--- src/rtl/psg_bus_master_if.sv ---
// Request/response channel between a sound sequencer and the PSG bus master.
// The sequencer drives requests through master; the bus master answers through slave.
interface psg_bus_master_if;
   logic       REQ_VALID;
   logic       REQ_READY;
   logic       REQ_WR;
   logic [3:0] REQ_ADDR;
   logic [7:0] REQ_DATA;
   logic       RSP_VALID;
   logic [7:0] RSP_DATA;

   modport master (
      output REQ_VALID, REQ_WR, REQ_ADDR, REQ_DATA,
      input  REQ_READY, RSP_VALID, RSP_DATA
   );

   modport slave (
      input  REQ_VALID, REQ_WR, REQ_ADDR, REQ_DATA,
      output REQ_READY, RSP_VALID, RSP_DATA
   );
endinterface

--- src/rtl/psg_bus_master.sv ---
// Buffers PSG register requests in a small FIFO and replays them as BDIR/BC bus cycles,
// skipping the address phase when the PSG already has the requested register latched.
module psg_bus_master #(
   parameter int FIFO_DEPTH = 4,
   parameter int PHASE_CYC  = 2
) (
   input  logic             CLK,
   input  logic             RESET_N,
   input  logic             CE,
   psg_bus_master_if.slave  req_if,
   output logic             BUSY,
   output logic             BDIR,
   output logic             BC,
   output logic [7:0]       DO,
   input  logic [7:0]       DI
);

   localparam int AW = $clog2(FIFO_DEPTH);
   localparam int PW = (PHASE_CYC > 1) ? $clog2(PHASE_CYC) : 1;
   localparam logic [PW-1:0] PHASE_LOAD = PW'(PHASE_CYC - 1);
   localparam logic [AW:0]   FIFO_FULL  = (AW + 1)'(FIFO_DEPTH);

   typedef enum logic [2:0] {
      S_IDLE,
      S_ADDR,
      S_GAP,
      S_DATA,
      S_END
   } state_t;

   logic [12:0]   fifo_mem [FIFO_DEPTH];
   logic [AW-1:0] wr_ptr_reg;
   logic [AW-1:0] rd_ptr_reg;
   logic [AW:0]   count_reg;

   state_t        state_reg;
   logic [PW-1:0] phase_reg;
   logic          cmd_wr_reg;
   logic [3:0]    cmd_addr_reg;
   logic [7:0]    cmd_data_reg;
   logic          cache_valid_reg;
   logic [3:0]    cache_addr_reg;
   logic          rsp_valid_reg;
   logic [7:0]    rsp_data_reg;

   logic        fifo_full;
   logic        fifo_empty;
   logic        push;
   logic        pop;
   logic [12:0] head;
   logic        head_wr;
   logic [3:0]  head_addr;
   logic [7:0]  head_data;
   logic        head_hit;

   assign fifo_full  = (count_reg == FIFO_FULL);
   assign fifo_empty = (count_reg == '0);
   assign push       = req_if.REQ_VALID & ~fifo_full;
   assign pop        = CE & (state_reg == S_IDLE) & ~fifo_empty;

   assign head      = fifo_mem[rd_ptr_reg];
   assign head_wr   = head[12];
   assign head_addr = head[11:8];
   assign head_data = head[7:0];
   assign head_hit  = cache_valid_reg && (cache_addr_reg == head_addr);

   assign req_if.REQ_READY = ~fifo_full;
   assign req_if.RSP_VALID = rsp_valid_reg;
   assign req_if.RSP_DATA  = rsp_data_reg;
   assign BUSY             = (state_reg != S_IDLE) || ~fifo_empty;

   always_ff @(posedge CLK) begin
      if (push) begin
         fifo_mem[wr_ptr_reg] <= {req_if.REQ_WR, req_if.REQ_ADDR, req_if.REQ_DATA};
      end
   end

   always_ff @(posedge CLK or negedge RESET_N) begin
      if (!RESET_N) begin
         wr_ptr_reg <= '0;
         rd_ptr_reg <= '0;
         count_reg  <= '0;
      end else begin
         if (push) begin
            wr_ptr_reg <= wr_ptr_reg + 1'b1;
         end
         if (pop) begin
            rd_ptr_reg <= rd_ptr_reg + 1'b1;
         end
         case ({push, pop})
            2'b10:   count_reg <= count_reg + 1'b1;
            2'b01:   count_reg <= count_reg - 1'b1;
            default: count_reg <= count_reg;
         endcase
      end
   end

   // Bus outputs are loaded together with the state they belong to, so they stay registered.
   always_ff @(posedge CLK or negedge RESET_N) begin
      if (!RESET_N) begin
         state_reg       <= S_IDLE;
         phase_reg       <= '0;
         cmd_wr_reg      <= 1'b0;
         cmd_addr_reg    <= '0;
         cmd_data_reg    <= '0;
         cache_valid_reg <= 1'b0;
         cache_addr_reg  <= '0;
         rsp_valid_reg   <= 1'b0;
         rsp_data_reg    <= '0;
         BDIR            <= 1'b0;
         BC              <= 1'b0;
         DO              <= '0;
      end else begin
         rsp_valid_reg <= 1'b0;
         if (CE) begin
            case (state_reg)
               S_IDLE: begin
                  if (!fifo_empty) begin
                     cmd_wr_reg   <= head_wr;
                     cmd_addr_reg <= head_addr;
                     cmd_data_reg <= head_data;
                     phase_reg    <= PHASE_LOAD;
                     if (head_hit) begin
                        state_reg <= S_DATA;
                        BDIR      <= head_wr;
                        BC        <= ~head_wr;
                        DO        <= head_wr ? head_data : 8'h00;
                     end else begin
                        state_reg <= S_ADDR;
                        BDIR      <= 1'b1;
                        BC        <= 1'b1;
                        DO        <= {4'h0, head_addr};
                     end
                  end
               end
               S_ADDR: begin
                  if (phase_reg == '0) begin
                     state_reg       <= S_GAP;
                     cache_addr_reg  <= cmd_addr_reg;
                     cache_valid_reg <= 1'b1;
                     BDIR            <= 1'b0;
                     BC              <= 1'b0;
                     DO              <= 8'h00;
                  end else begin
                     phase_reg <= phase_reg - 1'b1;
                  end
               end
               S_GAP: begin
                  state_reg <= S_DATA;
                  phase_reg <= PHASE_LOAD;
                  BDIR      <= cmd_wr_reg;
                  BC        <= ~cmd_wr_reg;
                  DO        <= cmd_wr_reg ? cmd_data_reg : 8'h00;
               end
               S_DATA: begin
                  if (phase_reg == '0) begin
                     state_reg <= S_END;
                     BDIR      <= 1'b0;
                     BC        <= 1'b0;
                     DO        <= 8'h00;
                     if (!cmd_wr_reg) begin
                        rsp_valid_reg <= 1'b1;
                        rsp_data_reg  <= DI;
                     end
                  end else begin
                     phase_reg <= phase_reg - 1'b1;
                  end
               end
               S_END: begin
                  state_reg <= S_IDLE;
               end
               default: begin
                  state_reg <= S_IDLE;
                  BDIR      <= 1'b0;
                  BC        <= 1'b0;
                  DO        <= 8'h00;
               end
            endcase
         end
      end
   end

endmodule
--- src/flat_wrapper.sv ---
// flat-port wrapper written by rule: the top's interface ports become plain ports
module psg_bus_master_flat 
#(
   parameter int FIFO_DEPTH = 4,
   parameter int PHASE_CYC  = 2
)
  (CLK, RESET_N, CE, BUSY, BDIR, BC, DO, DI, req_if_REQ_VALID, req_if_REQ_WR, req_if_REQ_ADDR, req_if_REQ_DATA, req_if_REQ_READY, req_if_RSP_VALID, req_if_RSP_DATA);
  psg_bus_master_if req_if_i ();
  input  logic CLK;
  input  logic RESET_N;
  input  logic CE;
  output logic BUSY;
  output logic BDIR;
  output logic BC;
  output logic [7:0] DO;
  input  logic [7:0] DI;
  input wire logic [$bits(req_if_i.REQ_VALID)-1:0] req_if_REQ_VALID;
  input wire logic [$bits(req_if_i.REQ_WR)-1:0] req_if_REQ_WR;
  input wire logic [$bits(req_if_i.REQ_ADDR)-1:0] req_if_REQ_ADDR;
  input wire logic [$bits(req_if_i.REQ_DATA)-1:0] req_if_REQ_DATA;
  output wire logic [$bits(req_if_i.REQ_READY)-1:0] req_if_REQ_READY;
  output wire logic [$bits(req_if_i.RSP_VALID)-1:0] req_if_RSP_VALID;
  output wire logic [$bits(req_if_i.RSP_DATA)-1:0] req_if_RSP_DATA;
  assign req_if_i.REQ_VALID = req_if_REQ_VALID;
  assign req_if_i.REQ_WR = req_if_REQ_WR;
  assign req_if_i.REQ_ADDR = req_if_REQ_ADDR;
  assign req_if_i.REQ_DATA = req_if_REQ_DATA;
  assign req_if_REQ_READY = req_if_i.REQ_READY;
  assign req_if_RSP_VALID = req_if_i.RSP_VALID;
  assign req_if_RSP_DATA = req_if_i.RSP_DATA;
  psg_bus_master #(.FIFO_DEPTH(FIFO_DEPTH), .PHASE_CYC(PHASE_CYC)) u_core (.CLK(CLK), .RESET_N(RESET_N), .CE(CE), .req_if(req_if_i), .BUSY(BUSY), .BDIR(BDIR), .BC(BC), .DO(DO), .DI(DI));
endmodule
--- config.mk ---
export PLATFORM = sky130hd
export DESIGN_NAME = psg_bus_master_flat
export DESIGN_NICKNAME = d
export VERILOG_FILES = /design/src/rtl/psg_bus_master_if.sv /design/src/rtl/psg_bus_master.sv /design/src/flat_wrapper.sv
export SDC_FILE = /design/constraint.sdc
export NUM_CORES = 1
export LEC_CHECK = 0
export BUFFER_PORTS_ARGS = -buffer_cell sky130_fd_sc_hd__buf_4
export CAP_MARGIN = 20
export CORE_AREA = 2 2 113 115
export CTS_CLUSTER_SIZE = 40
export DETAILED_ROUTE_END_ITERATION = 7
export DIE_AREA = 0 0 115 117
export SETUP_SLACK_MARGIN = 0.05
export SLEW_MARGIN = 10
export SYNTH_ARGS = -nofsm -noshare
export SYNTH_HDL_FRONTEND = slang
export SYNTH_SLANG_ARGS = --single-unit
--- constraint.sdc ---
create_clock -name CLK -period 5.12 [get_ports CLK]
set_clock_uncertainty 0.1 [all_clocks]
set_input_delay 0.512 -clock CLK [delete_from_list [all_inputs] [get_ports CLK]]
set_output_delay 0.512 -clock CLK [all_outputs]
set_load 0.05 [all_outputs]
==> qor.csv, run 1 <==
metric,value,unit
result of the run,"complete, no violations",
Final nets,381,
Final Wtd Congestion,0.7630,
placed cell areas,4654,um2
Syn Std Cell Area,4223,um2
power density over cell area,609.5,nW/um2
number of warnings issued by yosys,0,
critical path startpoint category,flip-flop,
CP most frequent cell,sky130_fd_sc_hd__xor2_1,
Critical Path Slowest Stage Cell,sky130_fd_sc_hd__or3_1,
fill count,1161,
Synth-to-Final Area Change,17.27,%
total setup violations reported at the end of the flow,0,
detail-routed net length per standard cell,15.47,um
number of diodes,0,
Worst Hold Class,primary input to asynchronous set/reset pin,
"leading cell type in the layout, fill and taps excluded",sky130_fd_sc_hd__nand2_1,
DRC violations left,0,
worst-margin pin slew,0.8123,ns
highest cell delay on the worst timing path,0.61,ns
Clock Path Buffers,2,
Required @ worst endpoint,5.29,ns
placed wire-length estimate,5155,um
"commonest cells after routing, fill and taps aside","sky130_fd_sc_hd__nand2_1, sky130_fd_sc_hd__edfxtp_1, sky130_fd_sc_hd__dfrtp_1, sky130_fd_sc_hd__buf_4, sky130_fd_sc_hd__mux4_2",
post-DR vias/cell,4.875,
Pre-antenna DRT Iters,4,
top-level port count,46,
register ranked first by flip-flop count,u_core.fifo_mem,
DR vias,2462,
final critical-path required period,3.030,ns
number of synthesized flops with an enable pin,52,
fraction of final layout cells with drive strength greater than 1,0.2592,
reg-to-reg setup timing slack,2.09,ns
"Top FF cell, synth",sky130_fd_sc_hd__edfxtp_1,
Clock H-tree levels,3,
final-layout worst hold slack,0.06798,ns
DIE HEIGHT,117,um
clock insertion delay at the later pin of the skew report,0.35,ns
sw frac,0.3803,
area of the placeable core,12310,um2
DRT Wirelength,7810,um
power dissipated by switching net loads,1148,uW
final std cells w/o fill,505,
Largest register FFs,52,
count of cells resized by post-cts repair,0,
synthesis-stage register bit count,100,
count of distinct cell types in the synthesized netlist,48,
FF-to-FF End,u_core.count_reg[2],
Num CTS Buffers,9,
number of failing hold endpoints at the final stage,0,
unrepaired setup endpoints after global routing,no,
placement row count,41,
postcts setup bufs,0,
initial core utilization,0.3430,
syn_nets,340,
clock share of power,0.223,
Worst EP arrival,3.20,ns
CTS tree,yes,
setup_tns,0,ns
number of global-route vias before repair,2541,
number of cells produced by synthesis,309,
power share of the combinational group,0.355,
CTS sink cnt,100,
average cell area after synthesis,13.67,um2
clock-pin transition on the worst setup and hold timing paths,0.07,ns
antenna violations before repair,0,
highest clock frequency the design can meet,0.3301,GHz
number of violations reported at the end of detailed-routing iteration 0,184,
Crit Path Class,flip-flop to flip-flop,
cell count of the worst reg-to-reg path,9,
CTS Hold Bufs,0,
final critical-path share of the clock period,0.5918,
proportion of synthesized chip area in sequential cells,0.6542,
sequential share of power,0.421,
Clock Tree Root,sky130_fd_sc_hd__clkbuf_16,
leak pwr,0.002025,uW
Placed Instances,489,
number of port buffers,45,
relative max-transition margin,0.4585,
endpoint class of the critical path,flip-flop,
post-synthesis async set-or-reset flop share,0.4800,
final count of pins violating max slew,0,
maximum number of pins on one net before global-route repair,49,
worst path cell trace,"or3b_1, or3_1, clkinv_4, ha_1, inv_1, fa_1, xor2_1, nor2_1, xor2_1",
all-layer global routing usage,0.1302,
Antenna Nets Post-Route,0,
chip width,115,um
full die area,13460,um2
max-cap viol count,0,
Overflow after GRT,0,
global-route wire length before repair,13140,um
Final Instance Area,4952,um2
internal power of the cells,1871,uW
r2r startpoint,u_core.state_reg[2],
maximum fanout along the worst path,16,
peak supply drop,0.0002490,V
[worst max-delay path by stage]
stage / from / to / slack (ns)
2_1_floorplan: CE / u_core.count_reg[2] / 2.35
3_3_place_gp: CE / u_core.count_reg[2] / 2.10
3_5_place_dp: CE / u_core.count_reg[2] / 2.03
4_1_cts: u_core.state_reg[2] / u_core.count_reg[2] / 2.11
5_1_grt: u_core.state_reg[2] / u_core.count_reg[2] / 1.90
6_report: u_core.state_reg[2] / u_core.count_reg[2] / 2.09
[kinds of logic (layout without fill, tap and decap cells)]
family / after synthesis / in the layout / synth area share
simple gates: 110 / 110 / 0.1227
fa+ha+maj: 6 / 6 / 0.01956
xor+xnor: 9 / 9 / 0.01867
compound gates: 36 / 36 / 0.06015
buf+inv: 25 / 71 / 0.03318
flops: 100 / 100 / 0.6542
mux: 23 / 23 / 0.09156
[per-stage QoR]
stage | setup WS [ns] | util | power, uW
after floorplan | 2.349 | - | 2091
after global placement | 2.095 | 0.3780 | 2349
after detailed placement | 2.032 | 0.3780 | 2381
after CTS | 2.109 | 0.4022 | 3060
after global routing | 1.897 | 0.4022 | 3219
final | 2.090 | 0.4022 | 3019
[layer usage]
| metal | track usage | wire, um | up-vias |
|---|---|---|---|
| met5 | 0 | 0 | - |
| met3 | 0.04068 | 317 | 13 |
| li1 | - | - | 1177 |
| met2 | 0.1980 | 3640 | 51 |
| met4 | 0.04900 | 132 | 0 |
| met1 | 0.1765 | 3720 | 1221 |
[Yosys cell counts, types with 2 or more instances]
| cell type | count | area (um2) |
|---|---|---|
| sky130_fd_sc_hd__and3_1 | 4 | 25.02 |
| sky130_fd_sc_hd__nand2_1 | 65 | 244.0 |
| sky130_fd_sc_hd__nor2_1 | 6 | 22.52 |
| sky130_fd_sc_hd__mux2_2 | 5 | 56.30 |
| sky130_fd_sc_hd__o21ai_2 | 3 | 26.28 |
| sky130_fd_sc_hd__and2_1 | 6 | 37.54 |
| sky130_fd_sc_hd__buf_6 | 4 | 45.04 |
| sky130_fd_sc_hd__a21o_1 | 2 | 15.01 |
| sky130_fd_sc_hd__buf_4 | 2 | 15.01 |
| sky130_fd_sc_hd__o21ai_0 | 5 | 25.02 |
| sky130_fd_sc_hd__inv_1 | 7 | 26.28 |
| sky130_fd_sc_hd__a21oi_1 | 5 | 25.02 |
| sky130_fd_sc_hd__dfrtp_1 | 48 | 1201 |
| sky130_fd_sc_hd__xor2_1 | 2 | 17.52 |
| sky130_fd_sc_hd__nor3_1 | 4 | 20.02 |
| sky130_fd_sc_hd__mux4_2 | 12 | 270.3 |
| sky130_fd_sc_hd__o21ai_1 | 4 | 20.02 |
| sky130_fd_sc_hd__clkbuf_1 | 6 | 22.52 |
| sky130_fd_sc_hd__nand3_1 | 2 | 10.01 |
| sky130_fd_sc_hd__edfxtp_1 | 52 | 1562 |
| sky130_fd_sc_hd__nand2b_1 | 6 | 37.54 |
| sky130_fd_sc_hd__a22oi_1 | 8 | 60.06 |
| sky130_fd_sc_hd__nor2b_1 | 3 | 18.77 |
| sky130_fd_sc_hd__xnor2_1 | 7 | 61.31 |
| sky130_fd_sc_hd__a21oi_2 | 3 | 26.28 |
| sky130_fd_sc_hd__nand3b_1 | 3 | 22.52 |
| sky130_fd_sc_hd__buf_2 | 3 | 15.01 |
| sky130_fd_sc_hd__mux2i_1 | 6 | 60.06 |
| sky130_fd_sc_hd__or3_1 | 3 | 18.77 |
| sky130_fd_sc_hd__ha_1 | 5 | 62.56 |
[worst max-delay path: cells and delay by family (launching register included)]
kind                     cells  cell delay (ns)
AND/OR/NAND/NOR              3             1.16
adder cells (fa/ha/maj)      2             0.57
flip-flops                   1             0.52
XOR/XNOR                     2             0.31
buffers and inverters        2             0.30
[power by group through the flow]
stage / registers (uW) / clock network (uW) / logic, uW
finish: 1270 / 674 / 1070
global route: 1310 / 729 / 1190
floorplan: 1390 / 0 / 698
CTS: 1280 / 692 / 1090
global placement: 1280 / 0 / 1070
detailed placement: 1290 / 0 / 1090
[cell type report]
class,count,area (um2),area share
sequential,100,2763,0.5579
timing repair buffer,46,345.3,0.06973
inverter,9,38.79,0.007832
clock buffer,9,225.2,0.04548
clock inverter,7,72.57,0.01465
tap,150,187.7,0.03790
multi-input combinational,184,1320,0.2665
(Power assumes the default switching activity.)
==> run 2, diff against run 1 <==
- clock period: 5.12 -> 2.85 ns (I/O delays scaled with it)
==> run 2 against run 1 <==
  * Sequential power grew 78%
  * Worst hold slack worse by 0.037 ns
  * Clock power grew 78%
  * Highest routed layer unchanged
  * Non-clock buffer count is 6 higher
  * Register-to-register slack got worse by 1.8 ns
  * Maximum frequency grew 16%
  * Combinational power rose by 87%
  * Critical path depth unchanged
  * Global-route usage grew 0.13 points
  * Wire length is 3.9% higher
  * Largest power group unchanged
  * Cell count increased by 1.2%
  * Largest cell class unchanged
==> qor.csv, run 2 (synthesized netlist as in run 1, its figures left out) <==
metric,value,unit,change
result of the run,"complete, no violations",,unchanged
power dissipated by switching net loads,2067,uW,was 1148 uW
highest clock frequency the design can meet,0.3834,GHz,was 0.3301 GHz
CTS sink cnt,100,,unchanged
postcts setup bufs,0,,unchanged
relative max-transition margin,0.5278,,was 0.4585
number of port buffers,45,,unchanged
internal power of the cells,3398,uW,was 1871 uW
"commonest cells after routing, fill and taps aside","sky130_fd_sc_hd__nand2_1, sky130_fd_sc_hd__edfxtp_1, sky130_fd_sc_hd__buf_4, sky130_fd_sc_hd__dfrtp_1, sky130_fd_sc_hd__mux4_2",,"was sky130_fd_sc_hd__nand2_1, sky130_fd_sc_hd__edfxtp_1, sky130_fd_sc_hd__dfrtp_1, sky130_fd_sc_hd__buf_4, sky130_fd_sc_hd__mux4_2"
Clock Path Buffers,2,,unchanged
Clock H-tree levels,3,,unchanged
chip width,115,um,unchanged
Final nets,387,,was 381
top-level port count,46,,unchanged
initial core utilization,0.3430,,unchanged
clock-pin transition on the worst setup and hold timing paths,0.08,ns,was 0.07 ns
count of cells resized by post-cts repair,0,,unchanged
placement row count,41,,unchanged
DRC violations left,0,,unchanged
area of the placeable core,12310,um2,unchanged
Overflow after GRT,0,,unchanged
leak pwr,0.002058,uW,was 0.002025 uW
Final Wtd Congestion,0.8051,,was 0.7630
register ranked first by flip-flop count,u_core.fifo_mem,,unchanged
final-layout worst hold slack,0.03083,ns,was 0.06798 ns
all-layer global routing usage,0.1315,,was 0.1302
placed wire-length estimate,5596,um,was 5155 um
worst-margin pin slew,0.7084,ns,was 0.8123 ns
total setup violations reported at the end of the flow,0,,unchanged
number of diodes,0,,unchanged
highest cell delay on the worst timing path,0.48,ns,was 0.61 ns
unrepaired setup endpoints after global routing,no,,unchanged
detail-routed net length per standard cell,15.88,um,was 15.47 um
Clock Tree Root,sky130_fd_sc_hd__clkbuf_16,,unchanged
clock share of power,0.220,,was 0.223
Critical Path Slowest Stage Cell,sky130_fd_sc_hd__dfrtp_1,,was sky130_fd_sc_hd__or3_1
max-cap viol count,0,,unchanged
endpoint class of the critical path,flip-flop,,unchanged
number of failing hold endpoints at the final stage,0,,unchanged
Worst Hold Class,primary input to flip-flop,,was primary input to asynchronous set/reset pin
final count of pins violating max slew,0,,unchanged
Synth-to-Final Area Change,18.40,%,was 17.27%
Post-Place Setup Slack,0.2428,ns,was 2.032 ns
Worst EP arrival,2.77,ns,was 3.20 ns
clock insertion delay at the later pin of the skew report,0.35,ns,about the same
Crit Path Class,flip-flop to flip-flop,,unchanged
final critical-path share of the clock period,0.9151,,was 0.5918
sw frac,0.3782,,was 0.3803
setup_tns,0,ns,unchanged
Antenna Nets Post-Route,0,,unchanged
peak supply drop,0.0004912,V,was 0.0002490 V
"leading cell type in the layout, fill and taps excluded",sky130_fd_sc_hd__nand2_1,,unchanged
DIE HEIGHT,117,um,unchanged
DR vias,2500,,was 2462
power share of the combinational group,0.366,,was 0.355
number of violations reported at the end of detailed-routing iteration 0,120,,was 184
Num CTS Buffers,9,,unchanged
post-DR vias/cell,4.892,,was 4.875
antenna violations before repair,0,,unchanged
final critical-path required period,2.608,ns,was 3.030 ns
full die area,13460,um2,unchanged
maximum fanout along the worst path,14,,was 16
CTS tree,yes,,unchanged
Pre-antenna DRT Iters,4,,unchanged
DRT Wirelength,8114,um,was 7810 um
Required @ worst endpoint,3.02,ns,was 5.29 ns
maximum number of pins on one net before global-route repair,49,,unchanged
fraction of final layout cells with drive strength greater than 1,0.2687,,was 0.2592
worst path cell trace,"or3b_1, or3_1, clkinv_4, ha_1, inv_1, fa_1, xor2_1, nor2_1, xor2_1",,unchanged
Largest register FFs,52,,unchanged
critical path startpoint category,flip-flop,,unchanged
sequential share of power,0.414,,was 0.421
final setup slack of the worst path,0.2419,ns,was 2.090 ns
global-route wire length before repair,13220,um,was 13140 um
power density over cell area,1093,nW/um2,was 609.5 nW/um2
CP most frequent cell,sky130_fd_sc_hd__xor2_1,,unchanged
number of global-route vias before repair,2503,,was 2541
Final Util,0.4061,,was 0.4022
[run 2: cell types whose count changed in the layout (fill, tap and decap cells not counted)]
cell / change
sky130_fd_sc_hd__inv_8: +1
sky130_fd_sc_hd__clkinv_2: +1
sky130_fd_sc_hd__inv_6: -1
sky130_fd_sc_hd__buf_4: +5
sky130_fd_sc_hd__clkinvlp_4: -1
sky130_fd_sc_hd__dlygate4sd3_1: +1
[run 2: area by class of cell]
| type | count | area, um2 |
|---|---|---|
| flip-flops and latches | 100 | 2763 |
| repair buffers | 52 | 392.9 |
| clock inverters | 7 | 72.57 |
| inverters | 9 | 38.79 |
| clock buffers | 9 | 225.2 |
| multi-input cells | 184 | 1320 |
| well taps | 150 | 187.7 |
| fillers | 1159 | 7312 |
[run 2: final timing paths]
| check | endpoint | from | slack, ns | cells after the start |
|---|---|---|---|---|
| max | u_core.count_reg[2] | u_core.state_reg[1] | 0.24 | 9 |
| min | u_core.fifo_mem[0][2] | req_if_REQ_DATA[2] | 0.03 | 1 |
| max reg2reg | u_core.count_reg[2] | u_core.state_reg[1] | 0.24 | 9 |
| min reg2reg | u_core.req_if.RSP_DATA[5] | u_core.req_if.RSP_DATA[5] | 0.38 | 2 |
| max in group asynchronous | u_core.cache_addr_reg[3] | RESET_N | 1.83 | 2 |
| min in group asynchronous | u_core.req_if.RSP_DATA[0] | RESET_N | 0.40 | 2 |
[run 2: power by group through the flow]
| stage | Clock [uW] | Sequential (uW) | Combinational [uW] |
|---|---|---|---|
| 2_1_floorplan | 0 | 2500 | 1250 |
| 3_3_place_gp | 0 | 2270 | 1990 |
| 3_5_place_dp | 0 | 2290 | 2030 |
| 4_1_cts | 1240 | 2270 | 2030 |
| 5_1_grt | 1300 | 2310 | 2200 |
| 6_report | 1200 | 2260 | 2000 |
[run 2: through the flow]
stage	power, uW	cells	instance area (um2)
after detailed placement	4323	494	4692
after global placement	4261	494	4692
final	5465	511	5000
after CTS	5545	511	5000
after global routing	5820	511	5000
after floorplan	3757	309	4223
[run 2: critical path, delay by kind of cell, from the launching register on]
family	cells	cell delay, ns
simple gates	3	0.90
fa+ha+maj	2	0.56
buf+inv	2	0.20
flops	1	0.48
xor+xnor	2	0.30
[run 2: layer usage]
layer  track usage  vias up  part of all wire
met3       0.04531        4             0.051
li1              -     1185                 -
met2        0.2047       68              0.48
met5             0        -                 0
met1        0.1790     1243              0.47
met4       0.03133        0            0.0064
[run 2: timing repair]
action / in CTS / in global routing
hold buffers: 1 / 0
setup endpoints to repair: 0 / 0
hold endpoints to repair: 48 / 0
